File: src/rtl/xor_stream_dec.sv
// xor_stream_dec
// Receive-side descrambler for the 16-bit XOR link. Each accepted ciphertext
// word is XORed with a 16-bit Galois LFSR keystream (x^16+x^14+x^13+x^11+1)
// and presented through a one-word output register. Because XOR is its own
// inverse, the same block with the same seed also works as the scrambler.
//
// Ports:
//   clk         system clock, rising edge
//   rst         synchronous active-high reset
//   seed_load   one-cycle pulse loading seed_in into the keystream
//   seed_in     seed value (zero is replaced by SEED_DEFAULT)
//   in_valid    ciphertext word present on in_data
//   in_ready    block accepts in_data this cycle
//   in_data     ciphertext word
//   out_valid   plaintext word present on out_data
//   out_ready   consumer accepts out_data this cycle
//   out_data    plaintext word
//   word_count  delivered-word counter (only when XOR_DEC_COUNT_EN is defined)
//
// Build option: define XOR_DEC_COUNT_EN to add the word_count register/port.

module xor_stream_dec #(
    parameter logic [15:0] SEED_DEFAULT = 16'hACE1
) (
    input  logic        clk,
    input  logic        rst,
    input  logic        seed_load,
    input  logic [15:0] seed_in,
    input  logic        in_valid,
    output logic        in_ready,
    input  logic [15:0] in_data,
    output logic        out_valid,
    input  logic        out_ready,
`ifdef XOR_DEC_COUNT_EN
    output logic [15:0] out_data,
    output logic [15:0] word_count
`else
    output logic [15:0] out_data
`endif
);

    localparam logic [0:0] IDLE = 1'b0;
    localparam logic [0:0] RUN  = 1'b1;

    logic [0:0]  state;
    logic [15:0] lfsr;
    logic [15:0] lfsr_next;
    logic        accept;
    logic        deliver;

    assign lfsr_next = (lfsr >> 1) ^ (lfsr[0] ? 16'hB400 : 16'h0000);

    // A seed load in flight blocks acceptance so the seed always wins.
    assign in_ready = (state == RUN) && !seed_load && (!out_valid || out_ready);
    assign accept   = in_valid && in_ready;
    assign deliver  = out_valid && out_ready;

    // Keystream advances only on accepted words; a stalled output holds
    // both out_data and the LFSR because accept is forced low.
    always_ff @(posedge clk) begin
        if (rst) begin
            state     <= IDLE;
            lfsr      <= SEED_DEFAULT;
            out_valid <= 1'b0;
            out_data  <= 16'h0000;
        end else if (seed_load) begin
            state     <= RUN;
            lfsr      <= (seed_in == 16'h0000) ? SEED_DEFAULT : seed_in;
            out_valid <= 1'b0;
        end else if (accept) begin
            out_data  <= in_data ^ lfsr;
            out_valid <= 1'b1;
            lfsr      <= lfsr_next;
        end else if (deliver) begin
            out_valid <= 1'b0;
        end
    end

`ifdef XOR_DEC_COUNT_EN
    // Counts words handed to the consumer; cleared by a new seed and wraps.
    always_ff @(posedge clk) begin
        if (rst) begin
            word_count <= 16'h0000;
        end else if (seed_load) begin
            word_count <= 16'h0000;
        end else if (deliver) begin
            word_count <= word_count + 16'h0001;
        end
    end
`endif

endmodule

File: config.mk
export PLATFORM = sky130hd
export DESIGN_NAME = xor_stream_dec
export DESIGN_NICKNAME = d
export VERILOG_FILES = /design/src/rtl/xor_stream_dec.sv
export SDC_FILE = /design/constraint.sdc
export NUM_CORES = 1
export LEC_CHECK = 0
export CORE_MARGIN = 2
export CORE_UTILIZATION = 44
export DETAILED_ROUTE_END_ITERATION = 12
export PLACE_DENSITY = 0.85
export SYNTH_ARGS = -nofsm -noshare
export SYNTH_HDL_FRONTEND = slang
export SYNTH_SLANG_ARGS = --single-unit
File: constraint.sdc
create_clock -name clk -period 1.47 [get_ports clk]
set_input_delay 0.294 -clock clk [delete_from_list [all_inputs] [get_ports clk]]
set_output_delay 0.294 -clock clk [all_outputs]
set_load 0.01 [all_outputs]
Word level (Yosys, flattened, before mapping)
Index checks and enable logic that the tools add are counted.
Storage, ports and cells
  word-level logic and storage cells: 25
  bits in registers: 34
Operators by class
  muxes and demuxes: 6
  reduce and logical (&&, ||, !) cells: 12
  bitwise logic cells: 3
Operator list (count)
  16-bit 2-to-1 mux: 4
  16-bit zero test: 1
  15-bit by 16-bit bitwise XOR with 16-bit output: 1
  16-bit bitwise XOR: 1
  1-bit logical AND: 4
  2-bit nonzero test: 2
  1-bit zero test: 2
  1-bit 2-to-1 mux: 2
  2-bit AND reduction: 1
  2-bit OR reduction: 1
  1-bit logical OR: 1
  1-bit inverter: 1

Depth between registers and ports, before layout
  word-level depth: 6
  depth in mapped cells: 7

Least setup slack after synthesis
OpenSTA, ideal clock, no wires.
  kind: register to register
  from: register out_valid
  to: register lfsr[1]
  period minus slack after synthesis: 1.263 ns
  required time: 1.335 ns
  stages on the path, launching flop included: 7
  data arrival time: 1.128 ns
  path slack: 0.207 ns
  path through: dfxtp_1 > nand2b_1 > and4_4 > buf_6 > buf_6 > a22oi_1 > a21oi_1
Between the ends
  longest elaborated chain between the ends: 5
Ends and longest elaborated chain
  start: declaration: line 32  | output logic out_valid,
  start signal: assignment: line 64  | out_valid <= 1'b0;
  start signal: assignment: line 69  | out_valid <= 1'b0;
  start signal: assignment: line 72  | out_valid <= 1'b1;
  1-bit zero test: line 54  | assign in_ready = (state == RUN) && !seed_load && (!out_valid || out_ready);
  1-bit logical OR: line 54
  1-bit logical AND: line 54
  1-bit logical AND: line 55  | assign accept = in_valid && in_ready;
  2-bit nonzero test (no source line)
  end signal: assignment: line 68  | lfsr <= (seed_in == 16'h0000) ? SEED_DEFAULT : seed_in;
  end signal: assignment: line 73  | lfsr <= lfsr_next;
  end: declaration: line 46  | logic [15:0] lfsr;
Every way passes these cells.
A chain may end at the register's enable or synchronous reset.

Final worst setup path
  from: input port out_ready
  to: output port in_ready
Between the ends
  longest elaborated chain between the ends: 2
Ends and longest elaborated chain
  start: declaration: line 33  | input logic out_ready,
  1-bit logical OR: line 54
  1-bit logical AND: line 54
  end: declaration: line 30  | output logic in_ready,
Every way passes these cells.

==> flow_summary.toml <==
[synthesis]
syn_nets = 208
synth-simple-area-share_pct = 18.2
syn-mean-instance-area_um2 = 8.99
synth_mux_area_share_pct = 0.733
synth_cell_types = 29
syn_inst = 171
synth_warnings = 0
synthXorXnorAreaFrac_pct = 10.8
ys_ff_latch = 34
synth_seq_area_share_pct = 44.3
synthesis.area_mm2 = 0.00154
synth_compound_gate_area_share_pct = 19.5
synthAdderAreaFrac_pct = 0
synth_top_family_by_area = "compound AO/OA/AOI/OAI gates"

[timing]
period_needed_ns = 1.44
final.setup.tns_ns = 0
setup_viol = 0
drv_slew = 0
tightest_slew_ns = 0.322
fmax_ghz = 0.696
rsz0062_at_grt = "false"
fin_crit_sh_pct = 97.7
relSlewSlack_pct = 78.5
hold_viol_final = 0
skew_ns = 0.00504

[routing]
ant_nets = 0
drc = 0
first_iter_violations = 67
dr.pass1.iters = 4
dr_total_vias = 1495
vias_per_cell = 5.26
wire_per_inst_um = 13.2
wl_mm = 3.76

[place]
postPlaceCellArea_mm2 = 0.00220
port_buffers = 54
place_inst = 276
finalWeightedCongestion = 0.806
hpwl_mm = 2.80

[setup_path]
startpoint_type = "primary input"
setup.worst_path.class = "in -> out"
end_kind = "primary output"
cp_max_fo = 3
crit_path_max_incr_delay_ns = 0.45
cp_cell_sequence = "clkdlybuf4s50_1 > nand2b_4 > and3_1 > buf_2"
cp_slowest_cell = "clkdlybuf4s50_1"
critPathArrivalTime_ns = 1.14
reg2reg_slack_ns = 0.19
cp.required_ns = 1.18

[layout]
synthToLayoutAreaGrowth_pct = 46.0
ff_latch_area_um2 = 681
drive_gt1_share_pct = 14.3
multi_input_area_um2 = 764
nets = 274
diodes = 0
nFillCells = 280
fin_area_mm2 = 0.00224
fin_cells = 284

[power_and_ir_drop]
peakVddDrop_mv = 0.425
p_leak_uw = 0.000888
p_per_area_mw_per_mm2 = 873

[global_routing]
grt_max_degree = 30
grt_pass1_vias = 1402
grt_overflow_total = 0
grt_pass1_wl_mm = 6.29
grtUsageTotal_pct = 20.3
antenna_found_initial = 0

[clock_tree]
cts_max_path_buffers = 2
root_buffer = "clkbuf_4"
insertion_delay_ns = 0.35
clk_pin_slew_ns = 0.11
hold_buffers = 0
cts.sinks = 34
numCtsBuffers = 5
cts_max_level = 2
cts_tree = "built"

[die]
start_util_pct = 46.0
core_mm2 = 0.00334
io_pins = 55
die_w_um = 63.1
fp-row-count = 21
die_area_mm2 = 0.00398
die_y_um = 63.1

[run]
max_cap_viol_count = 0

[run_status]
outcome = "finished clean"

[worst_hold_path]
worstHoldPathType = "in -> reg"
## power breakdown
group	switching, uW	total, uW	internal (uW)	leakage, uW
clock	331	561	230	0.0000343
sequential	47.5	1020	974	0.000280
combinational	151	375	224	0.000575
## cells by family (layout without fill, tap and decap cells)
kind of cell	count (synthesis)	count (layout)
compound gates	44	44
xor+xnor	19	19
buf+inv	15	82
flops	34	34
mux	1	1
simple gates	58	58
## cells in the mapped netlist
master / n / area share (%)
a211oi_1: 14 / 6.8
a211oi_2: 2 / 1.6
a21boi_0: 1 / 0.49
a21oi_1: 10 / 3.3
a22oi_1: 6 / 2.9
a311oi_1: 1 / 0.57
a31oi_1: 3 / 1.2
and3_1: 1 / 0.41
and4_1: 1 / 0.57
and4_4: 1 / 0.73
buf_2: 3 / 0.98
buf_6: 5 / 3.7
clkbuf_1: 6 / 1.5
clkinv_2: 1 / 0.33
dfxtp_1: 34 / 44
mux2_2: 1 / 0.73
nand2_1: 17 / 4.2
nand2b_1: 1 / 0.41
nand3_1: 4 / 1.3
nand4_1: 1 / 0.41
nand4b_1: 4 / 2.3
nor2_1: 20 / 4.9
nor3_1: 2 / 0.65
nor4_1: 6 / 2.4
o21ai_0: 5 / 1.6
o21ai_1: 1 / 0.33
o2bb2ai_1: 1 / 0.57
xnor2_1: 16 / 9.1
xor2_1: 3 / 1.7
## timing repair
action                                  CTS  global route
resized for setup                        21             2
endpoints found under the setup margin   18             4
setup buffers                             0             0
## final cells by class
class,instances,area share (%)
clock buffers,6,2.29
flip-flops and latches,34,30.3
clock inverters,2,0.558
multi-input cells,122,34.1
well taps,46,2.57
inverters,1,0.223
repair buffers,73,29.9
## worst paths after layout
check                            start                        to  depth (start not counted)
hold / removal               seed_load     lfsr[12]$_SDFFE_PP0P_                          4
hold reg to reg   lfsr[1]$_SDFFE_PP0P_      lfsr[1]$_SDFFE_PP0P_                          2
setup / recovery             out_ready                  in_ready                          4
setup reg to reg    state$_SDFFE_PP0P_  out_data[9]$_SDFFE_PP0P_                          4
## stage by stage
| stage | worst slack (ns) | total power (uW) | utilization (%) | hold WS [ns] |
|---|---|---|---|---|
| after detailed placement | -0.389 | 1430 | 65.8 | 0.481 |
| after global routing | 0.00859 | 2060 | 67.2 | 0.458 |
| after floorplan | 0.207 | 1220 | - | 0.448 |
| final | 0.0337 | 1960 | 67.2 | 0.445 |
| after global placement | -0.375 | 1420 | 65.8 | 0.475 |
| after CTS | 0.0105 | 1970 | 66.9 | 0.497 |
## worst max-delay path: cells and delay by family
family        cells  cell delay [ns]
simple gates      2             0.27
buf+inv           2             0.58
## cells in the final DEF (no fill, tap or decap), types with 2 or more instances in the layout
cell type and instances:
o21ai_0 5, xnor2_1 16, clkdlybuf4s50_1 35, nor3_1 2, nor2_1 20, clkinv_2 2, nand4b_1 4, dfxtp_1 34
xor2_1 3, nand3_1 4, a31oi_1 3, dlygate4sd2_1 17, a22oi_1 6, nand2_1 17, clkbuf_4 5, a21oi_1 10
nor4_1 6, buf_4 18, a211oi_1 14, a211oi_2 2
## layer usage
layer	wire length, um	vias up	track usage [%]
met1	1670	677	26.6
met5	0	-	0
met2	1770	63	31.5
li1	-	749	-
met3	271	6	5.71
met4	53	0	8.33
## registers in the layout (all words and copies together) (netlist names)
| name | cells |
|---|---|
| state | 1 |
| lfsr | 16 |
| out_valid | 1 |
| out_data | 16 |
No activity file was read; power rests on OpenSTA's default activity.
